--- config.mk ---
export PLATFORM = sky130hd
export DESIGN_NAME = loop_nest_counter
export DESIGN_NICKNAME = d
export VERILOG_FILES = /design/src/rtl/gnn_cnt_pkg.sv /design/src/rtl/loop_level.sv /design/src/rtl/loop_nest_counter.sv
export SDC_FILE = /design/constraint.sdc
export NUM_CORES = 1
export LEC_CHECK = 0
export BUFFER_PORTS_ARGS = -buffer_cell sky130_fd_sc_hd__buf_2
export CAP_MARGIN = 30
export CORE_MARGIN = 1.5
export CORE_UTILIZATION = 58
export DETAILED_ROUTE_END_ITERATION = 8
export GPL_TIMING_DRIVEN = 0
export HOLD_SLACK_MARGIN = 0.02
export PLACE_DENSITY = 0.84
export SLEW_MARGIN = 10
export SYNTH_ARGS = -nofsm -noshare
export SYNTH_HDL_FRONTEND = slang
export SYNTH_HIERARCHICAL = 1
export SYNTH_SLANG_ARGS = --single-unit
--- constraint.sdc ---
create_clock -name clk -period 6.7 [get_ports clk]
set_input_delay 1.34 -clock clk [delete_from_list [all_inputs] [get_ports clk]]
set_output_delay 1.34 -clock clk [all_outputs]
set_load 0.005 [all_outputs]
--- src/rtl/gnn_cnt_pkg.sv ---
`default_nettype none
// ============================================================================
//  Module   : gnn_cnt_pkg
//  Purpose  : Shared types and constants for the nested-loop index generator
//             (FSM state encoding, default index vector type, stall-counter
//             width).
//  Revision : 1.0  initial release
// ============================================================================
package gnn_cnt_pkg;

    // Default per-level index width; the top module may override CNT_W.
    localparam int CNT_W_DEFAULT = 8;

    // Width of the optional stall cycle counter.
    localparam int STALL_CNT_W = 32;

    // Controller states.
    typedef enum logic [1:0] {
        ST_IDLE = 2'd0,
        ST_RUN  = 2'd1,
        ST_DONE = 2'd2
    } state_t;

    // One level's index / bound value at the default width.
    typedef logic [CNT_W_DEFAULT-1:0] cnt_idx_t;

endpackage
`default_nettype wire

--- src/rtl/loop_level.sv ---
`default_nettype none
// ============================================================================
//  Module   : loop_level
//  Purpose  : One level of the loop nest. Holds a runtime bound (inclusive
//             last index) and an index that advances on carry_in, wrapping
//             to zero at the bound and passing the carry onward.
//  Revision : 1.0  initial release
// ============================================================================
module loop_level #(
    parameter int CNT_W = 8
) (
    input  logic             clk,
    input  logic             reset,
    input  logic             load,
    input  logic             clear,
    input  logic             carry_in,
    input  logic [CNT_W-1:0] bound_in,
    output logic [CNT_W-1:0] idx,
    output logic             at_bound,
    output logic             carry_out
);

    logic [CNT_W-1:0] r_bound;
    logic [CNT_W-1:0] r_idx;

    // Bound and index registers: load latches a new bound and restarts the
    // index, clear restarts only the index, carry_in advances or wraps.
    always_ff @(posedge clk or posedge reset) begin
        if (reset) begin
            r_bound <= '0;
            r_idx   <= '0;
        end else if (load) begin
            r_bound <= bound_in;
            r_idx   <= '0;
        end else if (clear) begin
            r_idx   <= '0;
        end else if (carry_in) begin
            r_idx   <= at_bound ? '0 : (r_idx + {{(CNT_W-1){1'b0}}, 1'b1});
        end
    end

    // The index never passes the bound, so equality is the wrap condition.
    assign at_bound  = (r_idx == r_bound);
    assign carry_out = carry_in && at_bound;
    assign idx       = r_idx;

endmodule
`default_nettype wire

--- src/rtl/loop_nest_counter.sv ---
`default_nettype none
// ============================================================================
//  Module   : loop_nest_counter
//  Purpose  : NUM_LEVELS cascaded wrap counters (level 0 innermost) with
//             per-run latched bounds, start/abort/done control and a
//             valid/ready index-tuple output.
//  Options  : LOOP_NEST_STALL_CNT_EN - adds a saturating 32-bit stall_cnt
//             output counting RUN cycles where the beat is not accepted.
//  Revision : 1.0  initial release
// ============================================================================
module loop_nest_counter
    import gnn_cnt_pkg::*;
#(
    parameter int NUM_LEVELS = 3,
    parameter int CNT_W      = 8
) (
    input  logic                        clk,
    input  logic                        reset,
    input  logic                        start,
    input  logic                        abort,
    input  logic [NUM_LEVELS*CNT_W-1:0] bound,
    input  logic                        idx_ready,
    output logic [NUM_LEVELS*CNT_W-1:0] idx,
    output logic                        idx_valid,
    output logic [NUM_LEVELS-1:0]       wrap,
    output logic                        last,
    output logic                        busy,
    output logic                        done
`ifdef LOOP_NEST_STALL_CNT_EN
    ,
    output logic [STALL_CNT_W-1:0]      stall_cnt
`endif
);

    state_t                r_state;
    state_t                w_state_nxt;
    logic                  w_run;
    logic                  w_start_acc;
    logic                  w_accept;
    logic                  w_clear;
    logic                  w_final;
    logic [NUM_LEVELS-1:0] w_at_bound;
    logic [NUM_LEVELS-1:0] w_wrap_pre;

    assign w_run       = (r_state == ST_RUN);
    // A start is taken outside RUN only, and abort always suppresses it.
    assign w_start_acc = start && !abort && !w_run;
    // Abort outranks acceptance of the current beat.
    assign w_accept    = w_run && idx_ready && !abort;
    assign w_clear     = w_run && abort;

    // Level chain: level 0 steps on every accepted beat, each higher level
    // steps on the carry out of the level below it.
    for (genvar k = 0; k < NUM_LEVELS; k++) begin : g_level
        logic w_cin;
        logic w_cout;

        if (k == 0) begin : g_head
            assign w_cin = w_accept;
        end else begin : g_chain
            assign w_cin = g_level[k-1].w_cout;
        end

        loop_level #(
            .CNT_W (CNT_W)
        ) u_level (
            .clk       (clk),
            .reset     (reset),
            .load      (w_start_acc),
            .clear     (w_clear),
            .carry_in  (w_cin),
            .bound_in  (bound[k*CNT_W +: CNT_W]),
            .idx       (idx[k*CNT_W +: CNT_W]),
            .at_bound  (w_at_bound[k]),
            .carry_out (w_cout)
        );

        // Level k wraps when it and every faster level sit at their bounds.
        assign w_wrap_pre[k] = &w_at_bound[k:0];
    end

    // Carry out of the outermost level marks acceptance of the final beat.
    assign w_final = g_level[NUM_LEVELS-1].w_cout;

    // wrap/last depend only on registered state, never on idx_ready.
    assign wrap = w_run ? w_wrap_pre : '0;
    assign last = &wrap;

    // State register.
    always_ff @(posedge clk or posedge reset) begin
        if (reset) begin
            r_state <= ST_IDLE;
        end else begin
            r_state <= w_state_nxt;
        end
    end

    // Next-state and state-decoded outputs.
    always_comb begin
        w_state_nxt = r_state;
        idx_valid   = 1'b0;
        busy        = 1'b0;
        done        = 1'b0;
        case (r_state)
            ST_IDLE: begin
                if (w_start_acc) begin
                    w_state_nxt = ST_RUN;
                end
            end
            ST_RUN: begin
                idx_valid = 1'b1;
                busy      = 1'b1;
                if (abort) begin
                    w_state_nxt = ST_IDLE;
                end else if (w_final) begin
                    w_state_nxt = ST_DONE;
                end
            end
            ST_DONE: begin
                done        = 1'b1;
                w_state_nxt = w_start_acc ? ST_RUN : ST_IDLE;
            end
            default: begin
                w_state_nxt = ST_IDLE;
            end
        endcase
    end

`ifdef LOOP_NEST_STALL_CNT_EN
    logic [STALL_CNT_W-1:0] r_stall_cnt;

    // Saturating count of RUN cycles with a valid beat held back by the sink.
    always_ff @(posedge clk or posedge reset) begin
        if (reset) begin
            r_stall_cnt <= '0;
        end else if (w_start_acc) begin
            r_stall_cnt <= '0;
        end else if (w_run && !idx_ready && (r_stall_cnt != '1)) begin
            r_stall_cnt <= r_stall_cnt + {{(STALL_CNT_W-1){1'b0}}, 1'b1};
        end
    end

    assign stall_cnt = r_stall_cnt;
`endif

endmodule
`default_nettype wire

==> flow_summary.yaml <==
routing:
  wirelength_um: 5533
  avgRoutedWirePerCell_um: 15.50
  ant_nets: 0
  dr.pass1.iters: 4
  drt_iter0_drc: 72
  vias: 2035
  drcViolationCount: 0
  via_per_inst: 5.700
cts:
  post-cts-setup-buffer-count: 0
  root_buffer: "clkbuf_8"
  cts-resized-gates: 0
  clock-sinks: 50
  cts_hold_buffers: 0
  cts.path.max_buffers: 2
  h-tree-depth: 2
  path_clk_slew_ps: 80
  numCtsBuffers: 5
  cts_tree: "yes"
  clock_latency_ps: 290
synth:
  synth_top_area_share_pct: 45.43
  synth_edf_count: 0
  synth-async-reset-ratio_pct: 100.0
  yosysSeqAreaShare_pct: 45.43
  synth_seq_cells: 50
  synth_area_leaders: "dfrtp_1, mux2_2, xnor2_1, xor2_1, nor2_1"
  ys.flop_type: "dfrtp_1"
  synth_cell_types: 40
  ys.warnings.count: 6
  avgSynthCellArea_um2: 11.57
  syn-cell-area_um2: 2754
  synthCells: 238
  synthesis.nets: 270
  synth_top_area_cell: "dfrtp_1"
timing:
  rsz0062_at_grt: "false"
  maxSlewHeadroom_pct: 56.41
  fin_skew_ps: 8.267
  finalCritPeriodShare_pct: 58.91
  worst_pin_slew_ps: 648.8
  hold_viol: 0
  tns_ps: 0
  fmax_ghz: 0.2534
  final_max_slew_viol_count: 0
  setup-violations-final: 0
  layout_min_cycle_time_ps: 3947
worst_setup_path:
  cp_max_fo: 6
  r2r_start: "r_state[1]$_DFFE_PP0P_"
  rr_worst_depth: 11
  cp.arrival_ps: 4140
  critPathRequiredTime_ps: 6890
  crit_path_start_kind: "input port"
  critical_path_class: "in -> reg"
  timing.rr.end: "r_state[0]$_DFFE_PP0P_"
  endpoint_kind: "flip-flop"
  ff2ff_setup_slack_ps: 3310
global_routing:
  grt_pass1_wl_um: 9528
  grtUsageTotal_pct: 23.63
  grt_max_degree: 17
  grt_pass1_vias: 2051
  grt_antenna_before_repair: 0
  grt-ovfl-total: 0
placed_design:
  place_hpwl_um: 4164
  dp.cells: 349
  gp_congestion: 0.7831
  place.port_buffers: 59
final_layout:
  insertedDiodeCount: 0
  regArea_um2: 1251
  final_cells: 357
  drive_above_1_share_pct: 40.66
  fillCellCount: 328
  layout.nets: 336
  multi_input_area_um2: 1413
  area_growth_pct: 16.40
floorplan:
  die_w_um: 71.91
  core_area_um2: 4474
  initial_core_util_pct: 61.55
  die_y_um: 71.91
  die_area_um2: 5170
  ios: 60
  num_rows: 24
run:
  maxCapViolCount: 0
power_and_ir_drop:
  fin_total_pwr_uw: 673.5
  vdd_drop_max_mv: 0.1081
  power.leakage_uw: 0.001452
  cellPowerDensity_nw_per_um2: 210.1
hold_path:
  whs_path_depth: 1
  min_from: "g_level[1].u_level/r_bound[7]$_DFFE_PP0P_"
  min_path_type: "reg -> reg"
  worstHoldEndpoint: "g_level[1].u_level/r_bound[7]$_DFFE_PP0P_"
status:
  status: "finished, final reports clean"
sequential cells by signal, indices dropped and copies added (netlist names):
| register | count |
|---|---|
| g_level.u_level/r_bound | 24 |
| r_state | 2 |
| g_level.u_level/idx | 24 |
metrics by stage:
| stage | setup WS, ps | cell area (µm²) | hold WS [ps] | util [%] |
|---|---|---|---|---|
| 6_report | 2753 | 3206 | 533.3 | 71.64 |
| 3_3_place_gp | 2580 | 3114 | 511.8 | 69.60 |
| 5_1_grt | 2507 | 3206 | 548.9 | 71.64 |
| 4_1_cts | 2759 | 3206 | 537.8 | 71.64 |
| 2_1_floorplan | 3172 | 2754 | 502.0 | - |
| 3_5_place_dp | 2473 | 3114 | 517.8 | 69.60 |
worst max-delay path: stages:
cell     delay, ps
buf_2          130
and3b_1        330
inv_1          120
nor3_1         570
inv_1          200
nor3_1         590
inv_1          190
nor3_1         380
nor2_1          80
a21o_2         210
cell families (layout without fill, tap and decap cells):
logic type	count (synthesis)	after routing	synth area share [%]
AOI/OAI and AO/OA	22	22	7.451
xor gates and xnor gates	39	39	12.40
adders and majority gates	3	3	1.363
buffers and inverters	15	82	3.271
DFF	50	50	45.43
muxes	24	24	9.814
and+or+nand+nor	85	85	20.26
power breakdown:
group | switching [µW] | total [µW] | internal, µW | leakage, µW
clock network | 92.9 | 176 | 83.4 | 0.0000482
logic | 63.7 | 136 | 72.6 | 0.000760
registers | 25.6 | 361 | 335 | 0.000644
metal layers:
metal	vias up	global-route usage, %	routed length (µm)
li1	965	-	-
met1	992	32.04	2408
met2	66	38.89	2791
met3	12	4.028	238
met4	0	7.966	95
met5	-	0	0
Yosys cell counts, types with 2 or more instances:
| cell type | number |
|---|---|
| and3b_1 | 2 |
| inv_1 | 10 |
| or3_4 | 2 |
| dfrtp_1 | 50 |
| nor3_2 | 3 |
| xor2_1 | 10 |
| o21ai_1 | 7 |
| xnor2_1 | 29 |
| buf_6 | 4 |
| nor3_1 | 4 |
| nor4_2 | 2 |
| nor2_1 | 21 |
| and2_2 | 2 |
| o31ai_4 | 3 |
| nand2_1 | 18 |
| and4_1 | 2 |
| nand3_1 | 2 |
| ha_1 | 3 |
| o21ai_0 | 3 |
| o2111a_1 | 2 |
| mux2_2 | 24 |
| and4bb_1 | 2 |
| nand4_1 | 6 |
| o211ai_2 | 3 |
| o211ai_1 | 3 |
| nand4_2 | 6 |
| or3_1 | 2 |
cell type report:
class / instances / share of cell area, %
Clock inverter: 1 / 0.1561
Multi-Input combinational cell: 173 / 44.07
Buffer: 5 / 1.639
Sequential cell: 50 / 39.03
Timing Repair Buffer: 59 / 9.212
Inverter: 10 / 1.171
Clock buffer: 7 / 2.693
Tap cell: 52 / 2.030
placed cells by master (no fill, tap or decap), drive strengths merged, types with 3 or more instances in the layout:
master | netlist | layout
buf | 5 | 64
clkbuf | 0 | 7
dfrtp | 50 | 50
ha | 3 | 3
inv | 10 | 10
mux2 | 24 | 24
nand2 | 18 | 18
nand3 | 3 | 3
nand4 | 12 | 12
nor2 | 22 | 22
nor3 | 7 | 7
nor4 | 3 | 3
o211ai | 6 | 6
o21ai | 10 | 10
o31ai | 3 | 3
or3 | 5 | 5
xnor2 | 29 | 29
xor2 | 10 | 10
worst max-delay path by stage:
stage               start                     end  slack [ps]
floorplan           abort  r_state[0]$_DFFE_PP0P_        3170
global placement    abort  r_state[0]$_DFFE_PP0P_        2580
detailed placement  abort  r_state[0]$_DFFE_PP0P_        2470
CTS                 abort  r_state[0]$_DFFE_PP0P_        2760
global route        abort  r_state[0]$_DFFE_PP0P_        2510
finish              abort  r_state[0]$_DFFE_PP0P_        2750
(Power assumes the default switching activity.)
